$ cat src/rtl/geogenius_pkg.sv
// geogenius_pkg: shared state encoding, widths, default timing and one-hot check
// for the sequence display block.
package geogenius_pkg;
    localparam int LED_W = 8;
    localparam int END_W = 4;
    localparam int T_LIGADO_PADRAO = 500;
    localparam int T_DESLIGADO_PADRAO = 250;
    typedef enum logic [3:0] {
        OCIOSO    = 4'd0,
        BUSCA     = 4'd1,
        LIGADO    = 4'd2,
        DESLIGADO = 4'd3,
        FIM       = 4'd4
    } estado_t;
    function automatic logic um_quente(input logic [LED_W-1:0] d);
        return (d != '0) && ((d & (d - LED_W'(1))) == '0);
    endfunction
endpackage

$ cat src/rtl/contador_temporizador.sv
// contador_temporizador: loadable down-counter that parks at zero and flags it with fim.
module contador_temporizador #(
    parameter int W = 8
) (
    input  logic         clock,
    input  logic         reset,
    input  logic         carregar,
    input  logic [W-1:0] valor,
    output logic         fim
);
    logic [W-1:0] q;
    always_ff @(posedge clock or negedge reset)
        if (!reset) q <= '0;
        else if (carregar) q <= valor;
        else if (q != '0) q <= q - W'(1);
    assign fim = (q == '0);
endmodule

$ cat src/rtl/mostra_sequencia.sv
// mostra_sequencia: plays back entries 0..tamanho of the sequence memory on the LEDs,
// each entry as one fetch cycle, an on-phase and an off-phase.
module mostra_sequencia
    import geogenius_pkg::*;
#(
    parameter int T_LIGADO    = T_LIGADO_PADRAO,
    parameter int T_DESLIGADO = T_DESLIGADO_PADRAO
) (
    input  logic             clock,
    input  logic             reset,
    input  logic             iniciar,
    input  logic             abortar,
    input  logic             dificuldade,
    input  logic [END_W-1:0] tamanho,
    input  logic [LED_W-1:0] dado_memoria,
    output logic [END_W-1:0] endereco,
    output logic [LED_W-1:0] leds,
    output logic             ocupado,
    output logic             pronto,
    output logic             erro_dado,
    output logic [3:0]       db_estado
);
    localparam int TMAX = T_LIGADO > T_DESLIGADO ? T_LIGADO : T_DESLIGADO;
    localparam int CW = $clog2(TMAX) + 1;
    // Counter is loaded with duration-1 so the phase lasts exactly duration cycles.
    localparam logic [CW-1:0] TLN = CW'(T_LIGADO - 1);
    localparam logic [CW-1:0] TLR = CW'(T_LIGADO / 2 - 1);
    localparam logic [CW-1:0] TDN = CW'(T_DESLIGADO - 1);
    localparam logic [CW-1:0] TDR = CW'(T_DESLIGADO / 2 - 1);

    estado_t          estado;
    logic [END_W-1:0] tamanho_r;
    logic             rapido;
    logic             fim;
    logic             carregar;
    logic [CW-1:0]    valor;

    assign carregar = (estado == BUSCA) || (estado == LIGADO && fim);
    assign valor = (estado == BUSCA) ? (rapido ? TLR : TLN) : (rapido ? TDR : TDN);
    assign db_estado = estado;

    contador_temporizador #(.W(CW)) u_temporizador (
        .clock    (clock),
        .reset    (reset),
        .carregar (carregar),
        .valor    (valor),
        .fim      (fim)
    );

    always_ff @(posedge clock or negedge reset)
        if (!reset) begin
            estado    <= OCIOSO;
            endereco  <= '0;
            leds      <= '0;
            ocupado   <= 1'b0;
            pronto    <= 1'b0;
            erro_dado <= 1'b0;
            tamanho_r <= '0;
            rapido    <= 1'b0;
        end else if (abortar && estado != OCIOSO) begin
            estado  <= OCIOSO;
            leds    <= '0;
            ocupado <= 1'b0;
            pronto  <= 1'b0;
        end else
            case (estado)
                OCIOSO: begin
                    pronto <= 1'b0;
                    if (iniciar && !abortar) begin
                        estado    <= BUSCA;
                        endereco  <= '0;
                        tamanho_r <= tamanho;
                        rapido    <= dificuldade;
                        erro_dado <= 1'b0;
                        ocupado   <= 1'b1;
                    end
                end
                BUSCA: begin
                    estado <= LIGADO;
                    leds   <= um_quente(dado_memoria) ? dado_memoria : '0;
                    if (!um_quente(dado_memoria)) erro_dado <= 1'b1;
                end
                LIGADO:
                    if (fim) begin
                        estado <= DESLIGADO;
                        leds   <= '0;
                    end
                DESLIGADO:
                    if (fim) begin
                        if (endereco == tamanho_r) begin
                            estado <= FIM;
                            pronto <= 1'b1;
                        end else begin
                            estado   <= BUSCA;
                            endereco <= endereco + END_W'(1);
                        end
                    end
                FIM: begin
                    estado  <= OCIOSO;
                    pronto  <= 1'b0;
                    ocupado <= 1'b0;
                end
                default: estado <= OCIOSO;
            endcase
endmodule

$ cat config.mk
export PLATFORM = sky130hd
export DESIGN_NAME = mostra_sequencia
export DESIGN_NICKNAME = d
export VERILOG_FILES = /design/src/rtl/geogenius_pkg.sv /design/src/rtl/contador_temporizador.sv /design/src/rtl/mostra_sequencia.sv
export SDC_FILE = /design/constraint.sdc
export NUM_CORES = 1
export LEC_CHECK = 0
export CORE_MARGIN = 2
export CORE_UTILIZATION = 35
export CTS_CLUSTER_SIZE = 40
export DETAILED_ROUTE_END_ITERATION = 8
export GPL_TIMING_DRIVEN = 0
export SLEW_MARGIN = 40
export SYNTH_ARGS = -nofsm -noshare
export SYNTH_HDL_FRONTEND = slang
export SYNTH_SLANG_ARGS = --single-unit
$ cat constraint.sdc
create_clock -name clock -period 3.13 [get_ports clock]
set_clock_uncertainty 0.1 [all_clocks]
set_input_delay 0.7825 -clock clock [delete_from_list [all_inputs] [get_ports clock]]
set_output_delay 0.7825 -clock clock [all_outputs]
set_load 0.02 [all_outputs]
# Word-level counts from Yosys, hierarchy flattened
# Cells that the tools add are included.
dict set report classes {
  reduce_logical 26
  n_mux 29
  add_sub_neg 3
  bitwise 2
  n_eq_ne 13
}
# operator n
set ops {}
lappend ops {{$mux W8} 4}
lappend ops {{$mux W4} 7}
lappend ops {{$mux W10} 2}
lappend ops {{$mux W9} 2}
lappend ops {{$pmux W4 S4} 1}
lappend ops {{$pmux W8 S2} 1}
lappend ops {{$logic_not A10 Y1} 1}
lappend ops {{$reduce_bool A10 Y1} 1}
lappend ops {{$sub A10 B1 Y10 const B} 1}
lappend ops {{$ne A3 B3 Y1 const B} 3}
lappend ops {{$reduce_and A3 Y1} 3}
lappend ops {{$reduce_bool A3 Y1} 3}
lappend ops {{$and A8 B8 Y8} 1}
lappend ops {{$eq A4 B2 Y1 const B} 2}
lappend ops {{$logic_not A8 Y1} 1}
lappend ops {{$ne A2 B2 Y1 const B} 4}
lappend ops {{$pmux W4 S2} 1}
lappend ops {{$reduce_bool A8 Y1} 1}
lappend ops {{$sub A8 B1 Y8 const B} 1}
lappend ops {{$mux W1} 7}
lappend ops {{$pmux W1 S2} 3}
lappend ops {{$reduce_bool A2 Y1} 3}
lappend ops {{$reduce_and A5 Y1} 1}
lappend ops {{$add A4 B1 Y4 const B} 1}
lappend ops {{14 further kinds} 18}
dict set report totals {
  output_inout_bits 19
  input_bits 17
  ff_bits 34
  wordCells 82
}

# Logic depth before layout (Yosys ltp)
# Gate-level depths: netlist (run 1).
dict set report depth {
  word_depth 7
  ltp_mapped 8
  depth_no_buf 7
}

# By module
# Synthesis (run 1) repeated with hierarchy kept, for this count alone.
dict set report unflattened {
  cells_unflattened 177
  area_unflattened_um2 1775.5
}
# module seq_area_each_um2 n_inst cells_each area_per_inst_um2
set by_module_without_submodules {}
lappend by_module_without_submodules {mostra_sequencia 575.6 1 110 1181.1}
lappend by_module_without_submodules {contador_temporizador 250.2 1 67 594.3}

# Worst setup path before layout (run 1)
# No wires, ideal clock.
dict set report synth_path {
  kind {input to register}
  start {input dado_memoria[2]}
  end {register leds[0]}
  cell_stages 5
  n_path_buf 0
  t_required_ps 2963
  arrival_time_ps 2133
  slack_ps 830
  setup_time_ps 67
  cell_sequence {nor4_1 > nand4b_1 > and4_1 > a21oi_1 > a22o_1}
}
dict set report synth_between {
  elab_chain_len 7
  elab_cells_between_ends 8
  classes_between {add/sub: 1; mux: 3; bitwise: 1; reduce/logical: 3}
}
# item line_no
set synth_rtl {}
lappend synth_rtl {{from (decl)} mostra_sequencia.sv:15} ;# input logic [LED_W-1:0] dado_memoria,
lappend synth_rtl {{$sub A8 B1 Y8} geogenius_pkg.sv:16} ;# return (d != '0) && ((d & (d - LED_W'(1))) == '0);
lappend synth_rtl {{$and A8 B8 Y8} geogenius_pkg.sv:16}
lappend synth_rtl {{$logic_not A8 Y1} geogenius_pkg.sv:16}
lappend synth_rtl {{$logic_and A1 B1 Y1 (*)} geogenius_pkg.sv:16}
lappend synth_rtl {{$mux W8 (*)} mostra_sequencia.sv:80} ;# leds <= um_quente(dado_memoria) ? dado_memoria : '0;
lappend synth_rtl {{$pmux W8 S2 (*)} mostra_sequencia.sv:66} ;# case (estado)
lappend synth_rtl {{$mux W8 (*)} mostra_sequencia.sv:60} ;# end else if (abortar && estado != OCIOSO) begin
lappend synth_rtl {{to (signal assigned)} mostra_sequencia.sv:80}
lappend synth_rtl {{to (decl)} mostra_sequencia.sv:17} ;# output logic [LED_W-1:0] leds,
# Every way passes the cells marked *; elsewhere a longest branch is shown, timed or not.
# A chain may end at the register's enable or synchronous reset.

# Worst setup path after layout (run 1)
dict set report layout_path {
  start {input dado_memoria[2]}
  end {register leds[7]}
}
# The elaborated chain is that of the path after synthesis.

==> results of run 1 <==
-- final cells by class --
type | instances | area, µm²
well taps | 70 | 87.6
clock buffers | 7 | 96.3
multi-input cells | 136 | 918
inverters | 6 | 22.5
fillers | 487 | 2690
flip-flops and latches | 33 | 826
repair buffers | 35 | 363
plain buffers | 6 | 35.0
clock inverters | 1 | 5.00
-- path summary, 6_finish.rpt --
path | start | end | slack [ns] | cells past startpoint
max | dado_memoria[2] | leds[7] | 0.27 | 6
min | reset | endereco[1] | 0.32 | 1
max reg2reg | u_temporizador.q[0] | endereco[3] | 0.59 | 8
min reg2reg | leds[4] | leds[4] | 0.40 | 1
max in group asynchronous | reset | leds[5] | 2.19 | 2
min in group clock | leds[4] | leds[4] | 0.40 | 1
-- critical path, cell delays in order --
cell and delay [ns]:
clkdlybuf4s50_1 0.47, nor4_1 0.59, nand4b_1 0.15, and4_1 0.24, a21oi_1 0.53, a22o_1 0.22
-- power breakdown --
group / internal, mW / switching (mW)
sequential: 0.515 / 0.102
clock: 0.199 / 0.157
combinational: 0.197 / 0.205
-- cell families after synthesis --
kind of cell / after synthesis
compound gates: 46
xor+xnor: 9
fa+ha+maj: 3
buf+inv: 12
flops: 33
mux: 7
other cells: 1
simple gates: 70
-- state kept, by name, indices dropped and copies added (netlist names) --
signal	count
endereco	4
ocupado	1
leds	8
pronto	1
rapido	1
u_temporizador.q	10
db_estado	3
tamanho_r	4
erro_dado	1
-- cells in the final DEF, fill, tap and decap left out, types with 2 or more instances in the layout --
| cell | count |
|---|---|
| a22o_1 | 9 |
| dfrtp_1 | 33 |
| mux2_2 | 6 |
| o22ai_1 | 2 |
| nor3_1 | 6 |
| nor2b_1 | 3 |
| o21ai_0 | 10 |
| ha_1 | 2 |
| nor4_1 | 3 |
| buf_2 | 2 |
| nand3_1 | 2 |
| nor3b_1 | 2 |
| xnor2_1 | 8 |
| nand2_1 | 15 |
| nand2b_1 | 2 |
| a22oi_1 | 2 |
| clkbuf_8 | 7 |
| o31ai_1 | 4 |
| nand4b_1 | 4 |
| clkbuf_1 | 3 |
| or3_1 | 5 |
| nor2_1 | 16 |
| clkdlybuf4s50_1 | 33 |
| nand4_1 | 3 |
| inv_1 | 6 |
| a21oi_1 | 8 |
-- layer usage --
metal,routed length (µm),global-route usage [%],vias up
met4,52,5.26,0
met5,0,0,-
met2,1870,23.2,27
met1,1950,21.7,731
li1,-,-,751
met3,180,4.76,6
==> results.json, run 1 <==
{
  "hold_buffers": 0,
  "synth-seq-area-share_pct": 45.8,
  "ir_drop_v": 0.000304,
  "synth_warnings": 0,
  "grt_first_pass_wirelength_um": 6690,
  "finalSetupViolCount": 0,
  "crit_path_max_fanout": 8,
  "die_x_um": 75.8,
  "syn_avg_cell_area_um2": 9.95,
  "synth-edff-count": 0,
  "setup_tns_ns": 0,
  "drc": 0,
  "drive_above_1_share_pct": 12.9,
  "numPortBuffers": 34,
  "clock.fmax_ghz": 0.350,
  "fin_util_pct": 46.7,
  "clkTransAtPathRegs_ns": 0.07,
  "status": "finished, final reports clean",
  "nNetsFinal": 242,
  "synth_compound_area_share_pct": 18.1,
  "cts-buffers-inserted": 5,
  "synth_area_um2": 1800,
  "yosysTopAreaCell": "dfrtp_1",
  "timing.final.crit_share_pct": 91.3,
  "rsz0062_at_grt": "no",
  "netlist.area_leader.share_pct": 45.8,
  "total_power_mw": 1.38,
  "wl_um": 4050,
  "yosysMostFrequentCell": "dfrtp_1",
  "synth_common_cells": "dfrtp_1 (33), nor2_1 (16), nand2_1 (15)",
  "diodes": 0,
  "core_area_um2": 5040,
  "finalHoldViolCount": 0,
  "postSynthCellCount": 181,
  "path_class": "in2reg",
  "cp.arrival_ns": 2.98,
  "min_path_type": "in2async",
  "synth.distinct_cells": 50,
  "cts.sinks": 33,
  "area_growth_pct": 30.6,
  "place_hpwl_um": 2940,
  "drtIter0Drc": 101,
  "clock_latency_ns": 0.28,
  "post_cts_resized": 0,
  "cp-start-kind": "input pin",
  "required_ns": 3.25,
  "synth_mux_area_share_pct": 4.31,
  "cts-root-buf": "clkbuf_8",
  "synthArstFlopShare_pct": 100,
  "track_usage_pct": 15.6,
  "grt_max_degree": 20,
  "leakagePower_nw": 0.900,
  "first_pass_iters": 4,
  "overflow": 0,
  "vias_per_cell": 5.15,
  "post_cts_buffers": 0,
  "synth_xor_area_share_pct": 4.38,
  "place_congestion": 0.753,
  "worst_pin_slew_ns": 0.634,
  "cts_max_level": 2,
  "worst_slack_ns": 0.273,
  "worstSetupEndpointType": "register",
  "worst_hold_slack_ns": 0.316,
  "synth_area_leaders": "dfrtp_1 (46%), a22o_1 (4.4%), xnor2_1 (3.9%)",
  "synth_simple_gate_area_share_pct": 22.1,
  "start_util_pct": 35.7,
  "powerDensity_nw_per_um2": 584,
  "synth-main-ff-cell": "dfrtp_1",
  "ys_ff_latch": 33,
  "syn_nets": 200,
  "first_global_vias": 1458,
  "grt_antenna_before_repair": 0,
  "die_area_um2": 5740,
  "dp.cells": 286,
  "maxCapViolations": 0,
  "tritoncts": "yes",
  "fin_cells": 294,
  "slew_headroom_pct": 57.7,
  "postRouteAntennaNets": 0,
  "fin_crit_ns": 2.86,
  "synth_top_family_by_area": "simple AND/OR/NAND/NOR gates",
  "die_h_um": 75.8,
  "fin_area_um2": 2350,
  "synthAdderAreaFrac_pct": 1.94,
  "drv_slew": 0,
  "rows": 26,
  "vias": 1515,
  "io_pins": 36,
  "placed_area_um2": 2250,
  "clock_path_buffers": 2,
  "dpl_worst_slack_ns": -0.00621,
  "post_drt_wl_per_cell_um": 13.8
}
No activity file was read; power rests on OpenSTA's default activity.
==> inputs of run 2 (changes only) <==
Settings changed: CELL_PAD_IN_SITES_DETAIL_PLACEMENT set to 0, CELL_PAD_IN_SITES_GLOBAL_PLACEMENT set to 1, CORE_UTILIZATION 35 to 39, PLACE_DENSITY_LB_ADDON set to 0.1.
Clock period 3.13 ns to 2.9 ns, I/O delays scaled along.
==> results.json, run 2 (synthesized netlist as in run 1, its figures left out) <==
{
  "status": "finished, final reports clean",
  "fin_util_pct": 52.3,
  "post_cts_resized": 0,
  "first_global_vias": 1518,
  "cp.arrival_ns": 2.79,
  "min_path_type": "in2async",
  "postRouteAntennaNets": 0,
  "timing.final.crit_share_pct": 92.0,
  "maxCapViolations": 0,
  "rows": 24,
  "grt_antenna_before_repair": 0,
  "track_usage_pct": 18.6,
  "slew_headroom_pct": 56.2,
  "diodes": 0,
  "cts_max_level": 2,
  "area_growth_pct": 28.1,
  "place_hpwl_um": 3290,
  "hold_buffers": 0,
  "die_h_um": 72.0,
  "die_x_um": 72.0,
  "io_pins": 36,
  "fin_cells": 274,
  "core_area_um2": 4410,
  "clkPwrFrac_pct": 22.1,
  "numPortBuffers": 34,
  "powerDensity_nw_per_um2": 616,
  "clock_latency_ns": 0.29,
  "cts.sinks": 33,
  "tritoncts": "yes",
  "grt_max_degree": 21,
  "crit_path_max_fanout": 8,
  "clock.fmax_ghz": 0.375,
  "layout_common_cells": "dfrtp_1 (33), clkdlybuf4s50_1 (33), nor2_1 (16), nand2_1 (15), o21ai_0 (10)",
  "grt_first_pass_wirelength_um": 7430,
  "die_area_um2": 5180,
  "drv_slew": 0,
  "vias_per_cell": 5.68,
  "seqPwrFrac_pct": 47.2,
  "post_drt_wl_per_cell_um": 15.9,
  "nNetsFinal": 242,
  "switchingPower_mw": 0.496,
  "vias": 1555,
  "clock_path_buffers": 2,
  "max_flop_register": "u_temporizador.q",
  "drive_above_1_share_pct": 12.6,
  "rsz0062_at_grt": "no",
  "worstSetupEndpointType": "register",
  "fin_crit_ns": 2.67,
  "path_class": "in2reg",
  "total_power_mw": 1.42,
  "worst_pin_slew_ns": 0.652,
  "p_sw_share_pct": 34.9,
  "cts-root-buf": "clkbuf_8",
  "reg_top3": "u_temporizador.q x10, leds x8",
  "drc": 0,
  "ir_drop_v": 0.000293,
  "first_pass_iters": 4,
  "largest_reg_flops": 10,
  "num-fill-cells": 392,
  "place_congestion": 0.798,
  "p_int_mw": 0.926,
  "start_util_pct": 40.8,
  "cp-start-kind": "input pin",
  "wl_um": 4360,
  "leakagePower_nw": 0.885,
  "finalHoldViolCount": 0,
  "post_cts_buffers": 0,
  "required_ns": 3.02,
  "cts-buffers-inserted": 5,
  "dp.cells": 268,
  "finalSetupViolCount": 0,
  "clkTransAtPathRegs_ns": 0.07,
  "pwr-share-comb_pct": 30.7,
  "drtIter0Drc": 105,
  "overflow": 0
}
run 2: cell types whose count changed in the layout (fill, tap and decap cells not counted), sizes merged:
| cell | previous run | this run |
|---|---|---|
| clkbuf | 10 | 8 |
run 2: final cells by class:
class / count / area [µm²] / share of cell area, %
sequential: 33 / 826 / 35.8
timing repair buffer: 35 / 363 / 15.7
inverter: 6 / 22.5 / 0.976
clock buffer: 5 / 68.8 / 2.98
tap: 52 / 65.1 / 2.82
multi-input combinational: 136 / 922 / 40.0
buffer: 6 / 35.0 / 1.52
clock inverter: 1 / 5.00 / 0.217
run 2: power by group through the flow:
stage | sequential [mW] | combinational (mW) | clock, mW
global placement | 0.668 | 0.421 | 0
CTS | 0.670 | 0.444 | 0.327
global route | 0.689 | 0.489 | 0.350
finish | 0.671 | 0.437 | 0.315
detailed placement | 0.677 | 0.441 | 0
floorplan | 0.670 | 0.274 | 0
run 2: path summary, 6_finish.rpt:
kind	start	endpoint	slack (ns)	cells past startpoint
worst max-delay path	dado_memoria[2]	leds[7]	0.23	6
worst min-delay path	reset	endereco[3]	0.24	1
worst max register to register	u_temporizador.q[0]	endereco[3]	0.31	8
worst min register to register	leds[4]	leds[4]	0.41	1
max in group asynchronous	reset	erro_dado	2.03	2
min in group clock	leds[4]	leds[4]	0.41	1
run 2: metal layers:
metal	global-route usage, %	wire (µm)	vias to the layer above
met5	0	0	-
met4	5.03	48	0
met3	4.86	201	5
met2	28.8	2030	39
met1	25.9	2080	757
li1	-	-	754
run 2: per-stage QoR:
step	setup slack (ns)	cell area [µm²]	hold slack, ns	TNS, ns
2_1_floorplan	0.614	1800	0.329	0
3_3_place_gp	-0.125	2210	0.391	-0.968
3_5_place_dp	-0.204	2230	0.392	-1.61
4_1_cts	0.0848	2300	0.249	0
5_1_grt	0.0554	2310	0.263	0
6_report	0.232	2310	0.240	0
run 2: worst max-delay path, cell delays in order:
cell and delay (ns):
clkdlybuf4s50_1 0.46, nor4_1 0.62, nand4b_1 0.15, and4_1 0.26, a21oi_2 0.36, a22o_1 0.20
==> RTL change 1, RTL diff (flow settings as in run 2) <==
Register the inputs `iniciar`, `abortar`, `dificuldade`, `tamanho` and `dado_memoria` before use. The logic sees them one clock later.
--- a/src/rtl/mostra_sequencia.sv
+++ b/src/rtl/mostra_sequencia.sv
@@ -30,2 +30,16 @@
 
+    logic iniciar_q;
+    logic abortar_q;
+    logic dificuldade_q;
+    logic [END_W-1:0] tamanho_q;
+    logic [LED_W-1:0] dado_memoria_q;
+
+    always_ff @(posedge clock) begin
+        iniciar_q      <= iniciar;
+        abortar_q      <= abortar;
+        dificuldade_q  <= dificuldade;
+        tamanho_q      <= tamanho;
+        dado_memoria_q <= dado_memoria;
+    end
+
     estado_t          estado;
@@ -59,3 +73,3 @@
             rapido    <= 1'b0;
-        end else if (abortar && estado != OCIOSO) begin
+        end else if (abortar_q && estado != OCIOSO) begin
             estado  <= OCIOSO;
@@ -68,7 +82,7 @@
                     pronto <= 1'b0;
-                    if (iniciar && !abortar) begin
+                    if (iniciar_q && !abortar_q) begin
                         estado    <= BUSCA;
                         endereco  <= '0;
-                        tamanho_r <= tamanho;
-                        rapido    <= dificuldade;
+                        tamanho_r <= tamanho_q;
+                        rapido    <= dificuldade_q;
                         erro_dado <= 1'b0;
@@ -79,4 +93,4 @@
                     estado <= LIGADO;
-                    leds   <= um_quente(dado_memoria) ? dado_memoria : '0;
-                    if (!um_quente(dado_memoria)) erro_dado <= 1'b1;
+                    leds   <= um_quente(dado_memoria_q) ? dado_memoria_q : '0;
+                    if (!um_quente(dado_memoria_q)) erro_dado <= 1'b1;
                 end
Function: changed (Yosys sat finds a counterexample within 4 cycles, from zero or initial values and one cycle with reset low).
==> RTL change 1 against run 2 <==
Setup slack improved by 0.29 ns. Design area increased by 14%. Sequential cell count increased by 15. Synthesized area increased by 17%. Total power increased by 21%. Routed wire length decreased by 3.0%. First-iteration DRC count decreased by 50%. Largest cell class is now registers.
==> RTL change 1: results (changes against run 2) <==
| Metric | Value |
|---|---|
| Syn_nets | 225 (was 200) |
| Pin count of the biggest net entering global routing | 24 (was 21) |
| Met1 WL | 2.11 mm (was 2.08 mm) |
| Fin nets | 267 (was 242) |
| Reg clk slew, reported paths | 0.09 ns (was 0.07 ns) |
| Post-Place Cells | 311 (was 268) |
| Top post-synthesis cells by count | dfrtp_1 (33), nand2_1 (27), dfxtp_1 (15), nor2_1 (12), a21oi_1 (10) (was dfrtp_1 (33), nor2_1 (16), nand2_1 (15), o21ai_0 (10), a22o_1 (9)) |
| Critical-path top delay cell | dfrtp_1 (was nor4_1) |
| Max_slew headroom | 0.642 (was 0.562) |
| Status | complete, no violations (unchanged) |
| DRT iter0 DRCs | 52 (was 105) |
| Hold_ws | 0.194 ns (was 0.240 ns) |
| Post-synth ARST share | 0.688 (was 1.00) |
| Met2 GRT Util | 0.222 (was 0.288) |
| Fin crit share | 0.820 (was 0.920) |
| Post-DP HPWL | 3.08 mm (was 3.29 mm) |
| Post-synthesis cell count | 206 (was 181) |
| Largest regs | u_temporizador.q (10), dado_memoria_q (8), leds (8) (was u_temporizador.q (10), leds (8)) |
| Routed WL | 4.23 mm (was 4.36 mm) |
| Met1 usage | 0.220 (was 0.259) |
| FF-to-FF path depth | 9 (was 8) |
| Peak supply drop | 343 uV (was 293 uV) |
| Met3 wire length | 205 um (was 201 um) |
| CP peak stage delay | 0.42 ns (was 0.62 ns) |
| Lkg Pwr | 1.09 nW (was 0.885 nW) |
| Synth unique cells | 49 (was 50) |
| Crit path arrival time | 2.46 ns (was 2.79 ns) |
| Fillers | 521 (was 392) |
| GR Layer Usage met3 | 0.0419 (was 0.0486) |
| GRT Total Usage | 0.151 (was 0.186) |
| Reg2reg end | leds[2]$_DFFE_PN0P_ (was endereco[3]$_DFFE_PN0P_) |
| Vias in the first global route | 1,505 (was 1,518) |
| Metal2 WL | 1.86 mm (was 2.03 mm) |
| Dpl cell area | 0.00254 mm2 (was 0.00223 mm2) |
| First-pass GRT wire length | 7.18 mm (was 7.43 mm) |
| Placer congestion estimate | 0.778 (was 0.798) |
-- RTL change 1: area by class of cell --
type | instances | area (um2) | share of cell area
Sequential cell | 48 | 1130 | 0.427
Inverter | 6 | 22.5 | 0.00855
Multi-Input combinational cell | 143 | 901 | 0.342
Clock inverter | 2 | 10.0 | 0.00380
Tap cell | 70 | 87.6 | 0.0332
Buffer | 9 | 50.0 | 0.0190
Timing Repair Buffer | 35 | 355 | 0.135
Clock buffer | 6 | 82.6 | 0.0313
-- RTL change 1: cell families (layout without fill, tap and decap cells) --
family | count (synthesis) | in the layout | synth area share
simple gates | 84 | 84 | 0.215
buf+inv | 15 | 58 | 0.0346
fa+ha+maj | 3 | 3 | 0.0167
xor+xnor | 10 | 10 | 0.0417
mux | 3 | 3 | 0.0155
flops | 48 | 48 | 0.536
other cells | 1 | 1 | 0.00179
compound gates | 42 | 42 | 0.139
-- RTL change 1: where the power goes --
part	switching [W]	internal (W)
sequential	0.0000937	0.000772
clock	0.000212	0.000190
combinational	0.000236	0.000214
total	0.000542	0.00118
==> RTL change 2, RTL diff (flow settings as in run 2) <==
Made on the original files. Change the package constant `T_LIGADO_PADRAO` from 500 to 250.
--- a/src/rtl/geogenius_pkg.sv
+++ b/src/rtl/geogenius_pkg.sv
@@ -5,3 +5,3 @@
     localparam int END_W = 4;
-    localparam int T_LIGADO_PADRAO = 500;
+    localparam int T_LIGADO_PADRAO = 250;
     localparam int T_DESLIGADO_PADRAO = 250;
Check against the original RTL: same outputs for any inputs over 10 cycles, from zero or initial values and one cycle with reset low; that may be too few to reach the edited logic, so the function may still have changed.
==> RTL change 2 against run 2 <==
Via count down 4.6%. Critical endpoint is now leds[1]$_DFFE_PN0P_. Largest power group is now combinational logic. Total power is 27% higher. Worst hold slack improved by 0.0071 ns. Non-clock buffer count unchanged. Die area is 2.6% lower. Setup slack better by 0.22 ns. First-iteration DRC count shrank 8.6%. Count of clock-buffer cells in the layout unchanged. Synthesized area fell by 2.8%. Design area down 1.1%. Sequential cell count shrank 1. Global-route usage shrank 1.2 points. Routed wire length decreased by 7.0%.
==> RTL change 2: results (changes against run 2) <==
| Metric | Value |
|---|---|
| Comb pwr share | 0.384 (was 0.307) |
| Avg Vias per Cell | 5.49 (was 5.68) |
| Peak supply drop | 483 uV (was 293 uV) |
| Met1 usage | 0.217 (was 0.259) |
| Critical-path top delay cell | dfrtp_1 (was nor4_1) |
| Fin nets | 236 (was 242) |
| Met3 wire length | 145 um (was 201 um) |
| Delay-heaviest family, CP | compound AO/OA/AOI/OAI gates (was simple AND/OR/NAND/NOR gates) |
| Post-DP HPWL | 2.99 mm (was 3.29 mm) |
| Dpl cell area | 0.00217 mm2 (was 0.00223 mm2) |
| First-pass GRT wire length | 6.97 mm (was 7.43 mm) |
| Complex-gate fraction of the synthesized area | 0.170 (was 0.181) |
| GR Layer Usage met3 | 0.0370 (was 0.0486) |
| Placer congestion estimate | 0.889 (was 0.798) |
| Total sequential power | 0.000679 W (was 0.000671 W) |
| Internal | 0.00113 W (was 0.000926 W) |
| Syn_nets | 195 (was 200) |
| DRT iter0 DRCs | 96 (was 105) |
| Metal2 WL | 1.92 mm (was 2.03 mm) |
| GRT Total Usage | 0.174 (was 0.186) |
| Status | complete, no violations (unchanged) |
| Worst reg-to-reg setup slack | 0.45 ns (was 0.31 ns) |
| Post-CTS Setup Inserts | 0 (unchanged) |
| Met1 WL | 1.92 mm (was 2.08 mm) |
| Reg2reg end | leds[1]$_DFFE_PN0P_ (was endereco[3]$_DFFE_PN0P_) |
| Worst Max-Slew Pin Slew | 0.512 ns (was 0.652 ns) |
| Top post-synthesis cells by count | dfrtp_1 (32), nand2_1 (19), nor2_1 (15), a22o_1 (8), xnor2_1 (8) (was dfrtp_1 (33), nor2_1 (16), nand2_1 (15), o21ai_0 (10), a22o_1 (9)) |
| CP peak stage delay | 0.42 ns (was 0.62 ns) |
| FF-to-FF path depth | 8 (unchanged) |
| Routed WL | 4.06 mm (was 4.36 mm) |
| Post-Synth Adder-Cell Area | 0.0143 (was 0.0194) |
| Lkg Pwr | 0.906 nW (was 0.885 nW) |
| Share of layout cells above drive strength 1 | 0.115 (was 0.126) |
| Top_reg_cell synth | dfrtp_1 (unchanged) |
| Met2 GRT Util | 0.291 (was 0.288) |
| XOR/XNOR Fraction of Synth Area | 0.0450 (was 0.0438) |
| Sequential share of power | 0.375 (was 0.472) |
| Pin count of the biggest net entering global routing | 19 (was 21) |
| Vias in the first global route | 1,531 (was 1,518) |
| Synth unique cells | 49 (was 50) |
| Register area share after synthesis | 0.457 (was 0.458) |
| Mux cell area share after synthesis | 0.0386 (was 0.0431) |
| Port Buf Inserts | 33 (was 34) |
| Top post-synthesis cells by area | dfrtp_1 (46%), nand2_1 (4.1%), a22o_1 (4.0%), xnor2_1 (4.0%), mux2_2 (3.9%) (was dfrtp_1 (46%), a22o_1 (4.4%), xnor2_1 (3.9%), mux2_2 (3.7%), nor2_1 (3.3%)) |
| Largest regs | u_temporizador.q (9), leds (8) (was u_temporizador.q (10), leds (8)) |
| Crit path arrival time | 2.52 ns (was 2.79 ns) |
| Fillers | 390 (was 392) |
==> RTL change 2: changes by cell type after synthesis, moves of 2 or more <==
cell	run 2	this run
and2_1	0	4
nand2_1	15	19
o21ai_0	10	6
a21oi_1	8	5
a31oi_1	1	4
or3_1	5	2
a211oi_1	1	3
a22oi_1	2	0
nor4_2	0	2
o21ai_1	0	2
o22ai_1	2	0
==> RTL change 2: through the flow <==
step,hold WS [ns],util,std cells,worst slack [ns]
global route,0.259,0.524,270,0.325
global placement,0.387,0.493,261,0.185
finish,0.247,0.524,270,0.453
CTS,0.250,0.524,270,0.450
detailed placement,0.390,0.498,262,0.153
floorplan,0.329,-,176,0.818
==> RTL change 2: worst max path at each step <==
stage	start	end	slack [ns]	cells after the start
floorplan	u_temporizador.q[0]$_DFFE_PN0P_	leds[0]$_DFFE_PN0P_	0.82	8
global placement	dado_memoria[3]	leds[7]$_DFFE_PN0P_	0.18	6
detailed placement	dado_memoria[3]	leds[1]$_DFFE_PN0P_	0.15	6
CTS	dado_memoria[3]	leds[1]$_DFFE_PN0P_	0.45	6
global route	dado_memoria[3]	leds[1]$_DFFE_PN0P_	0.33	6
finish	u_temporizador.q[0]$_DFFE_PN0P_	leds[1]$_DFFE_PN0P_	0.45	8
==> RTL change 2: worst reg2reg max path: cells and delay by family (launching register included) <==
family | cells | cell delay, ns
AOI/OAI and AO/OA | 2 | 0.64
and+or+nand+nor | 3 | 0.63
DFF | 1 | 0.42
adders and majority gates | 1 | 0.27
buffers and inverters | 2 | 0.27
==> RTL change 2: area by class of cell <==
type	instances	area (um2)	share of cell area
multi-input combinational	132	886	0.388
sequential	32	801	0.351
timing repair buffer	34	353	0.155
clock buffer	5	68.8	0.0302
tap	52	65.1	0.0285
buffer	7	46.3	0.0203
clock inverter	3	42.5	0.0187
inverter	5	18.8	0.00823
